===== config.mk =====
export PLATFORM = sky130hd
export DESIGN_NAME = ssd_scan_ctrl_flat
export DESIGN_NICKNAME = d
export VERILOG_FILES = /design/src/rtl/ssd_scan_ctrl_if.sv /design/src/rtl/ssd_scan_ctrl.sv /design/src/flat_wrapper.sv
export SDC_FILE = /design/constraint.sdc
export NUM_CORES = 1
export LEC_CHECK = 0
export BUFFER_PORTS_ARGS = -buffer_cell sky130_fd_sc_hd__buf_2
export CORE_MARGIN = 2
export CORE_UTILIZATION = 46
export CTS_BUF_LIST = sky130_fd_sc_hd__clkbuf_16
export CTS_CLUSTER_DIAMETER = 30
export DETAILED_ROUTE_END_ITERATION = 10
export SYNTH_ARGS = -nofsm -noshare
export SYNTH_HDL_FRONTEND = slang
export SYNTH_SLANG_ARGS = --single-unit

===== constraint.sdc =====
create_clock -name clk -period 2.6 [get_ports clk]
set_clock_uncertainty 0.05 [all_clocks]
set_input_delay 0.52 -clock clk [delete_from_list [all_inputs] [get_ports clk]]
set_output_delay 0.52 -clock clk [all_outputs]
set_load 0.01 [all_outputs]

===== src/rtl/ssd_scan_ctrl_if.sv =====
// CPU write bus and display pins of the seven-segment scan controller.
// The CPU side drives the master modport and the controller uses the slave modport.
interface ssd_scan_ctrl_if;
   logic       n_wr;
   logic [1:0] addr;
   logic [7:0] data_in;
   logic [6:0] seg;
   logic [3:0] dig;

   modport master (output n_wr, addr, data_in, input seg, dig);
   modport slave  (input n_wr, addr, data_in, output seg, dig);
endinterface


===== src/rtl/ssd_scan_ctrl.sv =====
// Multiplexed 4-digit seven-segment scan controller with ghost blanking and PWM dimming.
// Defining SSD_LZB_EN enables leading-zero blanking; without it all four digits are always shown.
module ssd_scan_ctrl #(
   parameter int PRESCALE = 1000
) (
   input  logic            clk,
   input  logic            n_reset,
   ssd_scan_ctrl_if.slave  bus
);
   localparam int PRESC_W = $clog2(PRESCALE);
   localparam logic [PRESC_W-1:0] PRESC_MAX = PRESC_W'(PRESCALE - 1);

   localparam logic [1:0] ST_BLANK = 2'd0;
   localparam logic [1:0] ST_ON    = 2'd1;
   localparam logic [1:0] ST_OFF   = 2'd2;

   logic               n_wr_meta_r;
   logic               n_wr_sync_r;
   logic               n_wr_prev_r;
   logic               wr_s;
   logic [15:0]        value_r;
   logic [3:0]         bright_r;
   logic [15:0]        shadow_value_r;
   logic [3:0]         shadow_bright_r;
   logic [PRESC_W-1:0] presc_r;
   logic               tick_s;
   logic               slot_end_s;
   logic [3:0]         tick_idx_r;
   logic [1:0]         state_r;
   logic [1:0]         state_s;
   logic [1:0]         digit_r;
   logic [1:0]         digit_s;
   logic [3:0]         nibble_s;
   logic               lz_s;
   logic [6:0]         seg_r;
   logic [6:0]         seg_s;
   logic [3:0]         dig_r;
   logic [3:0]         dig_s;

   function automatic logic [6:0] hex_font(input logic [3:0] nib);
      logic [6:0] f;
      case (nib)
         4'h0:    f = 7'h3F;
         4'h1:    f = 7'h06;
         4'h2:    f = 7'h5B;
         4'h3:    f = 7'h4F;
         4'h4:    f = 7'h66;
         4'h5:    f = 7'h6D;
         4'h6:    f = 7'h7D;
         4'h7:    f = 7'h07;
         4'h8:    f = 7'h7F;
         4'h9:    f = 7'h6F;
         4'hA:    f = 7'h77;
         4'hB:    f = 7'h7C;
         4'hC:    f = 7'h39;
         4'hD:    f = 7'h5E;
         4'hE:    f = 7'h79;
         4'hF:    f = 7'h71;
         default: f = 7'h00;
      endcase
      return f;
   endfunction

   // Strobe synchronizer; idles high so reset never fakes a write edge.
   always_ff @(posedge clk or negedge n_reset) begin
      if (!n_reset) begin
         n_wr_meta_r <= 1'b1;
         n_wr_sync_r <= 1'b1;
         n_wr_prev_r <= 1'b1;
      end else begin
         n_wr_meta_r <= bus.n_wr;
         n_wr_sync_r <= n_wr_meta_r;
         n_wr_prev_r <= n_wr_sync_r;
      end
   end

   assign wr_s       = n_wr_sync_r & ~n_wr_prev_r;
   assign tick_s     = (presc_r == PRESC_MAX);
   assign slot_end_s = tick_s && (tick_idx_r == 4'd15);

   // CPU-visible registers, committed on the synchronized rising strobe.
   always_ff @(posedge clk or negedge n_reset) begin
      if (!n_reset) begin
         value_r  <= 16'h0000;
         bright_r <= 4'hF;
      end else if (wr_s) begin
         case (bus.addr)
            2'd0:    value_r[7:0]  <= bus.data_in;
            2'd1:    value_r[15:8] <= bus.data_in;
            2'd2:    bright_r      <= bus.data_in[3:0];
            default: ;
         endcase
      end
   end

   // Next scan state and digit; everything moves only on tick cycles.
   always_comb begin
      state_s = state_r;
      digit_s = digit_r;
      if (slot_end_s) begin
         state_s = ST_BLANK;
         digit_s = digit_r + 2'd1;
      end else if (tick_s) begin
         case (state_r)
            ST_BLANK: state_s = (shadow_bright_r != 4'd0) ? ST_ON : ST_OFF;
            ST_ON:    state_s = (tick_idx_r == shadow_bright_r) ? ST_OFF : ST_ON;
            default:  state_s = ST_OFF;
         endcase
      end else begin
         state_s = state_r;
      end
   end

   // Drive values for the state being entered, so the pins switch with the state.
   always_comb begin
      case (digit_r)
         2'd0:    nibble_s = shadow_value_r[3:0];
         2'd1:    nibble_s = shadow_value_r[7:4];
         2'd2:    nibble_s = shadow_value_r[11:8];
         2'd3:    nibble_s = shadow_value_r[15:12];
         default: nibble_s = 4'h0;
      endcase
`ifdef SSD_LZB_EN
      case (digit_r)
         2'd1:    lz_s = (shadow_value_r[15:4] == 12'h000);
         2'd2:    lz_s = (shadow_value_r[15:8] == 8'h00);
         2'd3:    lz_s = (shadow_value_r[15:12] == 4'h0);
         default: lz_s = 1'b0;
      endcase
`else
      lz_s = 1'b0;
`endif
      if ((state_s == ST_ON) && !lz_s) begin
         dig_s = 4'b0001 << digit_r;
         seg_s = hex_font(nibble_s);
      end else begin
         dig_s = 4'b0000;
         seg_s = 7'h00;
      end
   end

   // Prescaler, slot sequencing, shadow capture at slot start and registered pins.
   always_ff @(posedge clk or negedge n_reset) begin
      if (!n_reset) begin
         presc_r         <= {PRESC_W{1'b0}};
         tick_idx_r      <= 4'd0;
         state_r         <= ST_BLANK;
         digit_r         <= 2'd0;
         shadow_value_r  <= 16'h0000;
         shadow_bright_r <= 4'hF;
         seg_r           <= 7'h00;
         dig_r           <= 4'b0000;
      end else begin
         presc_r <= tick_s ? {PRESC_W{1'b0}} : presc_r + PRESC_W'(1);
         if (tick_s) begin
            tick_idx_r <= tick_idx_r + 4'd1;
         end
         if (slot_end_s) begin
            shadow_value_r  <= value_r;
            shadow_bright_r <= bright_r;
         end
         state_r <= state_s;
         digit_r <= digit_s;
         seg_r   <= seg_s;
         dig_r   <= dig_s;
      end
   end

   assign bus.seg = seg_r;
   assign bus.dig = dig_r;
endmodule


===== src/flat_wrapper.sv =====
// flat-port wrapper written by rule: the top's interface ports become plain ports
module ssd_scan_ctrl_flat 
#(
   parameter int PRESCALE = 1000
)
  (clk, n_reset, bus_n_wr, bus_addr, bus_data_in, bus_seg, bus_dig);
  ssd_scan_ctrl_if bus_i ();
  input  logic clk;
  input  logic n_reset;
  input wire logic [$bits(bus_i.n_wr)-1:0] bus_n_wr;
  input wire logic [$bits(bus_i.addr)-1:0] bus_addr;
  input wire logic [$bits(bus_i.data_in)-1:0] bus_data_in;
  output wire logic [$bits(bus_i.seg)-1:0] bus_seg;
  output wire logic [$bits(bus_i.dig)-1:0] bus_dig;
  assign bus_i.n_wr = bus_n_wr;
  assign bus_i.addr = bus_addr;
  assign bus_i.data_in = bus_data_in;
  assign bus_seg = bus_i.seg;
  assign bus_dig = bus_i.dig;
  ssd_scan_ctrl #(.PRESCALE(PRESCALE)) u_core (.clk(clk), .n_reset(n_reset), .bus(bus_i));
endmodule

==> impl_metrics.tcl, run 1 <==
set metrics [dict create \
    outcome "complete, no violations" \
    async_flop_share_pct 100 \
    initial_core_util_pct 47.7 \
    grt_remaining_overflow 0 \
    cpMaxStageDelayCell "dfrtp_1" \
    post_cts_buffers 0 \
    firstDrtPassIters 4 \
    ys_types 37 \
    drc 0 \
    critical_path_class "flop to flop" \
    synth_area_per_cell_um2 13.6 \
    nFillCells 577 \
    drive_gt1_share_pct 36.1 \
    port-buffer-count 23 \
    cts.sinks 72 \
    synthCells 239 \
    cts_buffers 9 \
    hp-class "input port to asynchronous set/reset pin" \
    synthFlopType "dfrtp_1" \
    layout.nets 298 \
    areaGrowthSynthToFinish_pct 16.2 \
    grt_start_max_net_pins 51 \
    arrival_ns 2.59 \
    cp_cell_sequence "inv_1 -> ha_1 -> a222oi_1 -> mux2_2 -> inv_1 -> ha_1 -> nand2_1 -> a21oi_1 -> a311oi_2" \
    synth_edf_count 0 \
    drtAntennaViolNets 0 \
    clockBufferDepth 2 \
    cts.htree.levels 3 \
    powerDensity_nw_per_um2 660 \
    reg2reg_depth 9 \
    row_count 30 \
    setup_viol 0 \
    power.leakage_nw 1.88 \
    fin_crit_sh_pct 92.6 \
    track_usage_pct 16.0 \
    setup_tns_ns 0 \
    netlist_area_um2 3260 \
    cts_tree "built" \
    post-dp-hpwl_um 3650 \
    avgViaCountPerCell 4.99 \
    slowest_delay_ns 0.40 \
    ys.warnings.count 0 \
    cts_resized 0 \
    vias 1860 \
    tightest_slew_ns 0.985 \
    hold_violations 0 \
    gp_congestion 0.800 \
    mappedNetlistNets 265 \
    path_buf_inv 2 \
    cp_max_fo 8 \
    die_h_um 88.2 \
    core_um2 6830 \
    worstPathRequired_ns 2.79 \
    worst_setup_path_start_kind "flop" \
    cp.depth 9 \
    antenna_cells 0 \
    fin_hold_ws_ns 0.117 \
    antenna_found_initial 0 \
    endpoint_kind "flop" \
    crit_family "compound AO/OA/AOI/OAI gates" \
    wl_um 5340 \
    slew_violations 0 \
    post_drt_wl_per_cell_um 14.3 \
    rsz0062_at_grt "no" \
    grt_pass1_vias 1831 \
    multi_input_area_um2 1350 \
    relSlewSlack_pct 32.5 \
    grt_pass1_wl_um 9200 \
    io_pins 24 \
    irDropWorstVdd_uv 439 \
    ys_seq_area_share_pct 55.7 \
    hold_buffers 0 \
    seq_area_um2 1820 \
    maxCapViolCount 0 \
    die_area_um2 7770 \
    max_freq_mhz 416 \
    clock_latency_ns 0.33 \
    period_minus_slack_ns 2.41 \
    chipWidth_um 88.2 \
    cts-root-buf "clkbuf_16" \
    clkTransAtPathRegs_ns 0.05 \
    drt_iter0_drc 103 \
    ys_ff_latch 72 \
]
-- cell type report --
cell class | instances | share of cell area (%)
clock inverter | 7 | 1.45
clock buffer | 9 | 5.94
timing repair buffer | 30 | 4.76
tap | 96 | 3.17
inverter | 11 | 1.09
multi-input combinational | 148 | 35.7
sequential | 72 | 47.9
-- Yosys cell counts, drive strengths merged, types with 3 or more instances --
library cell | instances | area (um2)
and3 | 3 | 18.8
ha | 13 | 163
nand2 | 10 | 37.5
dfrtp | 61 | 1530
mux2i | 6 | 60.1
nor2b | 5 | 31.3
nor2 | 13 | 48.8
xnor2 | 9 | 78.8
a21oi | 4 | 20.0
o21ai | 3 | 15.0
a222oi | 4 | 40.0
buf | 5 | 40.0
nor3 | 3 | 15.0
dfstp | 11 | 289
xor2 | 6 | 52.6
inv | 11 | 41.3
mux2 | 44 | 563
clkbuf | 3 | 11.3
nand3 | 7 | 35.0
-- through the flow --
| step | instances | area (um2) | worst slack [ns] | utilization, % | power (mW) |
|---|---|---|---|---|---|
| final | 373 | 3790 | 0.193 | 55.5 | 2.50 |
| after global routing | 373 | 3790 | 0.0682 | 55.5 | 2.62 |
| after CTS | 373 | 3790 | 0.213 | 55.5 | 2.54 |
| after detailed placement | 357 | 3510 | 0.241 | 51.4 | 1.38 |
| after global placement | 357 | 3510 | 0.218 | 51.4 | 1.37 |
| after floorplan | 239 | 3260 | 0.336 | - | 1.32 |
-- flip-flops by register name, indices dropped and copies added, names as in the netlist, 2 cells and up --
register,flops
u_core.shadow_value_r,16
u_core.value_r,16
u_core.presc_r,10
u_core.bus.seg,7
u_core.bright_r,4
u_core.bus.dig,4
u_core.shadow_bright_r,4
u_core.tick_idx_r,4
u_core.digit_r,2
u_core.state_r,2
-- routing by layer --
| layer | global-route usage, % | vias up | part of all wire (%) |
|---|---|---|---|
| li1 | - | 907 | - |
| met1 | 21.9 | 916 | 50 |
| met2 | 23.4 | 31 | 45 |
| met3 | 6.22 | 6 | 3.8 |
| met4 | 5.37 | 0 | 1.3 |
| met5 | 0 | - | 0 |
-- layout by cell type (no fill, tap or decap), types with 2 or more instances in the layout --
master	n
dfrtp_1	61
o21ai_0	3
nand3_1	7
nor3_1	3
ha_1	13
clkinv_2	2
a222oi_1	4
mux2_4	18
nor2_1	13
a31oi_1	2
buf_4	6
xor2_1	6
nor4bb_1	2
clkinv_1	2
mux2_2	26
and3_1	3
mux2i_1	6
a21oi_1	4
dfstp_2	11
xnor2_1	9
inv_1	13
clkbuf_16	9
nand2_1	10
buf_2	23
nor2b_1	5
a32oi_1	2
-- path summary, 6_finish.rpt --
path | startpoint | to | slack [ns]
worst max-delay path | u_core.digit_r[1]$_DFFE_PN0P_ | u_core.bus.seg[6]$_DFF_PN0_ | 0.19
worst min-delay path | n_reset | u_core.presc_r[3]$_DFF_PN0_ | 0.12
worst max register to register | u_core.digit_r[1]$_DFFE_PN0P_ | u_core.bus.seg[6]$_DFF_PN0_ | 0.19
worst min register to register | u_core.n_wr_meta_r$_DFF_PN1_ | u_core.n_wr_sync_r$_DFF_PN1_ | 0.31
max in group asynchronous | n_reset | u_core.bright_r[0]$_DFFE_PN1P_ | 1.69
min in group clk | bus_n_wr | u_core.n_wr_meta_r$_DFF_PN1_ | 0.24
-- cell families after synthesis --
logic type / synth area share (%)
AOI/OAI and AO/OA: 4.80
xor gates and xnor gates: 4.03
adders and majority gates: 4.99
buffers and inverters: 2.84
DFF: 55.7
muxes: 19.1
and+or+nand+nor: 8.52
-- worst reg2reg max path: stages, from the launching register on --
cell and delay, ns:
dfrtp_1 0.40, inv_1 0.10, ha_1 0.26, a222oi_1 0.41, mux2_2 0.33, inv_1 0.10
ha_1 0.20, nand2_1 0.12, a21oi_1 0.09, a311oi_2 0.26
-- where the power goes --
part           switching (mW)  leakage, nW  total [mW]  internal [mW]
logic                  0.0460        0.808       0.113         0.0668
registers              0.0368        0.921        1.24           1.21
clock network           0.423        0.147        1.15          0.724
total                   0.505         1.88        2.50           2.00
Note: power is estimated with default switching activity, not from simulation.
==> run 2, diff against run 1 <==
--- a/config.mk
+++ b/config.mk
@@ -11,6 +11,7 @@
 export CTS_BUF_LIST = sky130_fd_sc_hd__clkbuf_16
 export CTS_CLUSTER_DIAMETER = 30
 export DETAILED_ROUTE_END_ITERATION = 10
+export GPL_TIMING_DRIVEN = 0
 export SYNTH_ARGS = -nofsm -noshare
 export SYNTH_HDL_FRONTEND = slang
 export SYNTH_SLANG_ARGS = --single-unit
==> run 2 against run 1 <==
Die area did not move. Setup slack worse by 0.029 ns. Sequential power hardly changed. Worst hold slack better by 0.12 ns. Highest routed layer unchanged.
==> impl_metrics.tcl, run 2 (synthesis results as in run 1) <==
set metrics [dict create \
    hp-class "input port to flop" \
    arrival_ns 2.56 \
    maxCapViolCount 0 \
    power.leakage_nw 1.86 \
    hold_violations 0 \
    gp_congestion 0.778 \
    clkTransAtPathRegs_ns 0.05 \
    outcome "complete, no violations" \
    post-dp-hpwl_um 3540 \
    die_h_um 88.2 \
    cts_tree "built" \
    cts-root-buf "clkbuf_16" \
    period_minus_slack_ns 2.44 \
    max_freq_mhz 410 \
    irDropWorstVdd_uv 374 \
    worst_setup_path_start_kind "flop" \
    drtAntennaViolNets 0 \
    endpoint_kind "flop" \
    mostFrequentLayoutCell "dfrtp_1" \
    chipWidth_um 88.2 \
    wl_um 5320 \
    drc 0 \
    setup_viol 0 \
    grt_remaining_overflow 0 \
    fin_util_pct 55.6 \
    firstDrtPassIters 4 \
    tightest_slew_ns 1.11 \
    port-buffer-count 23 \
    layout.nets 299 \
    io_pins 24 \
    mostFrequentLayoutCells "61 x dfrtp_1, 26 x mux2_2, 24 x buf_2" \
    critical_path_class "flop to flop" \
    relSlewSlack_pct 25.9 \
    cts_buffers 9 \
    worstPathRequired_ns 2.73 \
    drt_iter0_drc 89 \
    grt_start_max_net_pins 73 \
    slowest_delay_ns 0.56 \
    antenna_cells 0 \
    drive_gt1_share_pct 36.8 \
    cpMaxStageDelayCell "a222oi_1" \
    areaGrowthSynthToFinish_pct 16.5 \
    cp_cell_sequence "inv_1 -> ha_1 -> a222oi_1 -> mux2i_4 -> inv_1 -> ha_1 -> nor3_1 -> a211oi_1" \
    top_regs "u_core.shadow_value_r: 16 flops, u_core.value_r: 16 flops, u_core.presc_r: 10 flops" \
    avgViaCountPerCell 4.91 \
    grt_pass1_wl_um 9130 \
    path_buf_inv 2 \
    row_count 30 \
    cp_max_fo 7 \
    cts.sinks 72 \
    initial_core_util_pct 47.7 \
    slew_violations 0 \
    post_drt_wl_per_cell_um 14.3 \
    powerDensity_nw_per_um2 665 \
    track_usage_pct 15.9 \
    crit_family "compound AO/OA/AOI/OAI gates" \
    vias 1832 \
    fin_hold_ws_ns 0.239 \
    clock_latency_ns 0.33 \
    post_cts_buffers 0 \
    cts.htree.levels 3 \
    core_um2 6830 \
    grt_pass1_vias 1813 \
    antenna_found_initial 0 \
    clockBufferDepth 2 \
    fin_crit_sh_pct 93.7 \
    die_area_um2 7770 \
    nFillCells 617 \
]
==> run 2: cell types whose count changed in the layout (fill, tap and decap cells not counted), moves of 2 or more <==
cell / previous run / this run
buf_4: 6 / 2
inv_1: 13 / 11
clkinv_1: 2 / 0
clkbuf_1: 0 / 3
buf_6: 0 / 2
==> run 2: metrics by stage <==
stage               area (um2)  setup TNS, ns  setup WS, ns  cells  total power, mW
floorplan                 3260              0         0.336    239             1.32
global placement          3490      -0.000760     -0.000760    358             1.37
detailed placement        3500              0       0.00533    358             1.37
CTS                       3790              0         0.148    373             2.56
global route              3800        -0.0193       -0.0159    373             2.62
finish                    3800              0         0.164    373             2.52
==> run 2: metal layers <==
metal | up-vias | share of wire [%] | GRT usage [%]
met4 | 0 | 1.2 | 5.79
li1 | 909 | - | -
met5 | - | 0 | 0
met3 | 7 | 3.9 | 5.37
met1 | 884 | 49 | 22.3
met2 | 32 | 46 | 22.9
==> run 2: path summary, 6_finish.rpt <==
| path | cells after the start | slack [ns] | startpoint | endpoint |
|---|---|---|---|---|
| max in group asynchronous | 1 | 1.67 | n_reset | u_core.value_r[15]$_DFFE_PN0P_ |
| min in group asynchronous | 1 | 0.25 | n_reset | u_core.presc_r[3]$_DFF_PN0_ |
| hold / removal | 1 | 0.24 | bus_n_wr | u_core.n_wr_meta_r$_DFF_PN1_ |
| setup / recovery | 8 | 0.16 | u_core.digit_r[1]$_DFFE_PN0P_ | u_core.bus.seg[1]$_DFF_PN0_ |
| hold reg to reg | 0 | 0.31 | u_core.n_wr_meta_r$_DFF_PN1_ | u_core.n_wr_sync_r$_DFF_PN1_ |
| setup reg to reg | 8 | 0.16 | u_core.digit_r[1]$_DFFE_PN0P_ | u_core.bus.seg[1]$_DFF_PN0_ |
==> run 2: repair_timing <==
| item | CTS | global route |
|---|---|---|
| hold buffers | 0 | 0 |
| pin swaps | 0 | 0 |
| hold endpoints to repair | 0 | 0 |
| resized for setup | 1 | 1 |
| cloned | 0 | 0 |
| endpoints found under the setup margin | 1 | 2 |
==> run 2: layout make-up <==
| class | instances | area (um2) | share of cell area (%) |
|---|---|---|---|
| inverters | 11 | 41.3 | 1.09 |
| clock buffers | 9 | 225 | 5.93 |
| well taps | 96 | 120 | 3.16 |
| flip-flops and latches | 72 | 1820 | 47.8 |
| plain buffers | 8 | 51.3 | 1.35 |
| multi-input cells | 148 | 1360 | 35.9 |
| repair buffers | 23 | 118 | 3.10 |
| clock inverters | 6 | 61.3 | 1.62 |
==> run 2: report_power, final <==
group          switching [mW]  internal, mW
sequential             0.0362          1.20
clock                   0.442         0.732
combinational          0.0451        0.0629
==> run 3, diff against run 2 <==
--- a/config.mk
+++ b/config.mk
@@ -8,8 +8,8 @@
 export BUFFER_PORTS_ARGS = -buffer_cell sky130_fd_sc_hd__buf_2
 export CORE_MARGIN = 2
 export CORE_UTILIZATION = 46
-export CTS_BUF_LIST = sky130_fd_sc_hd__clkbuf_16
 export CTS_CLUSTER_DIAMETER = 30
+export CTS_CLUSTER_SIZE = 25
 export DETAILED_ROUTE_END_ITERATION = 10
 export GPL_TIMING_DRIVEN = 0
 export SYNTH_ARGS = -nofsm -noshare
==> run 3 against run 2 <==
Count of clock-buffer cells in the layout unchanged. Largest power group unchanged. Core utilization decreased by 1.5 points. Worst hold slack worse by 0.020 ns. Highest routed layer unchanged. Critical path type unchanged. Combinational power hardly changed. Register-to-register slack improved by 0.05 ns. Design area down 2.7%. Power down 14%. Critical path depth stayed put.
==> impl_metrics.tcl, run 3 (synthesis results as in run 1) <==
set metrics [dict create \
    hold_buffers 0 \
    post-dp-hpwl_um 3540 \
    drtAntennaViolNets 0 \
    power.leakage_nw 1.81 \
    drive_gt1_share_pct 36.8 \
    hold_violations 0 \
    wl_um 5300 \
    grt_start_max_net_pins 73 \
    mostFrequentLayoutCell "dfrtp_1" \
    outcome "complete, no violations" \
    gp_congestion 0.778 \
    cp_cell_sequence "inv_1 -> ha_1 -> clkbuf_1 -> mux2i_4 -> inv_1 -> ha_1 -> nor3_1 -> a211oi_1" \
    maxCapViolCount 0 \
    power_mw 2.18 \
    grt_remaining_overflow 0 \
    multi_input_area_um2 1360 \
    antenna_cells 0 \
    cts_tree "built" \
    drc 0 \
    vias 1843 \
    cts.htree.levels 3 \
    core_um2 6830 \
    row_count 30 \
    worstPathRequired_ns 2.75 \
    clockBufferDepth 2 \
    slew_violations 0 \
    die_area_um2 7770 \
    nFillCells 635 \
    pre_cts_slack_ns 0.00533 \
    endpoint_kind "flop" \
    cts.sinks 72 \
    fin_crit_sh_pct 91.6 \
    port-buffer-count 23 \
    top_regs "u_core.shadow_value_r: 16 flops, u_core.value_r: 16 flops, u_core.presc_r: 10 flops" \
    track_usage_pct 15.9 \
    max_freq_mhz 420 \
    relSlewSlack_pct 29.1 \
    drt_iter0_drc 71 \
    arrival_ns 2.53 \
    hp-class "input port to flop" \
    io_pins 24 \
    cts_buffers 9 \
    firstDrtPassIters 5 \
    cp_max_fo 7 \
    cts-root-buf "clkbuf_8" \
    layout.nets 299 \
    setup_ws_ns 0.219 \
    grt_pass1_vias 1805 \
    path_buf_inv 3 \
    areaGrowthSynthToFinish_pct 13.4 \
    fin_util_pct 54.1 \
    critical_path_class "flop to flop" \
    grt_pass1_wl_um 9110 \
    mostFrequentLayoutCells "61 x dfrtp_1, 26 x mux2_2, 24 x buf_2" \
    crit_family "buffers and inverters" \
    clkTransAtPathRegs_ns 0.07 \
    post_drt_wl_per_cell_um 14.2 \
    tightest_slew_ns 1.06 \
    avgViaCountPerCell 4.94 \
    seq_area_um2 1820 \
    clock_latency_ns 0.34 \
    initial_core_util_pct 47.7 \
    die_h_um 88.2 \
    slowest_delay_ns 0.42 \
    powerDensity_nw_per_um2 591 \
    chipWidth_um 88.2 \
    setup_tns_ns 0 \
    cpMaxStageDelayCell "dfrtp_1" \
    antenna_found_initial 0 \
    irDropWorstVdd_uv 357 \
    rsz0062_at_grt "no" \
    period_minus_slack_ns 2.38 \
    setup_viol 0 \
    worst_setup_path_start_kind "flop" \
]
## run 3: cell counts in the layout (fill, tap and decap cells not counted)
Identical to the previous run, type by type.
## run 3: path summary, 6_finish.rpt
kind | from | endpoint | slack [ns] | cells after the start
max | u_core.digit_r[0]$_DFFE_PN0P_ | u_core.bus.seg[1]$_DFF_PN0_ | 0.22 | 8
min | bus_n_wr | u_core.n_wr_meta_r$_DFF_PN1_ | 0.22 | 1
max reg2reg | u_core.digit_r[0]$_DFFE_PN0P_ | u_core.bus.seg[1]$_DFF_PN0_ | 0.22 | 8
min reg2reg | u_core.n_wr_meta_r$_DFF_PN1_ | u_core.n_wr_sync_r$_DFF_PN1_ | 0.31 | 0
max in group asynchronous | n_reset | u_core.value_r[15]$_DFFE_PN0P_ | 1.68 | 1
min in group asynchronous | n_reset | u_core.presc_r[3]$_DFF_PN0_ | 0.24 | 1
## run 3: power by group
part           total, mW  internal, mW  switching, mW  leakage, nW
clock              0.834         0.434          0.400       0.0948
sequential          1.24          1.20         0.0371        0.921
combinational      0.108        0.0628         0.0454        0.793
total               2.18          1.70          0.483         1.81
## run 3: per-layer routing
metal	track usage [%]	share of wire [%]	vias to the layer above
li1	-	-	910
met1	22.2	51	894
met3	5.94	3.6	9
met4	4.96	0.96	0
met5	0	0	-
met2	23.2	44	30
## run 3: cell type report
class	count	share of cell area [%]
flip-flops and latches	72	49.1
multi-input cells	148	36.9
clock buffers	9	3.35
well taps	96	3.25
repair buffers	23	3.18
clock inverters	6	1.66
plain buffers	8	1.39
inverters	11	1.12
## run 3: through the flow
step | cells | hold slack (ns) | cell area [um2]
2_1_floorplan | 239 | 0.174 | 3260
3_3_place_gp | 358 | 0.298 | 3490
3_5_place_dp | 358 | 0.299 | 3500
4_1_cts | 373 | 0.201 | 3690
5_1_grt | 373 | 0.195 | 3690
6_report | 373 | 0.219 | 3690
## run 3: repair_timing
item | CTS | global route
gates resized for setup | 1 | 1
cloned | 0 | 0
setup buffers | 0 | 0
pin swaps | 0 | 0
setup endpoints to repair | 2 | 2
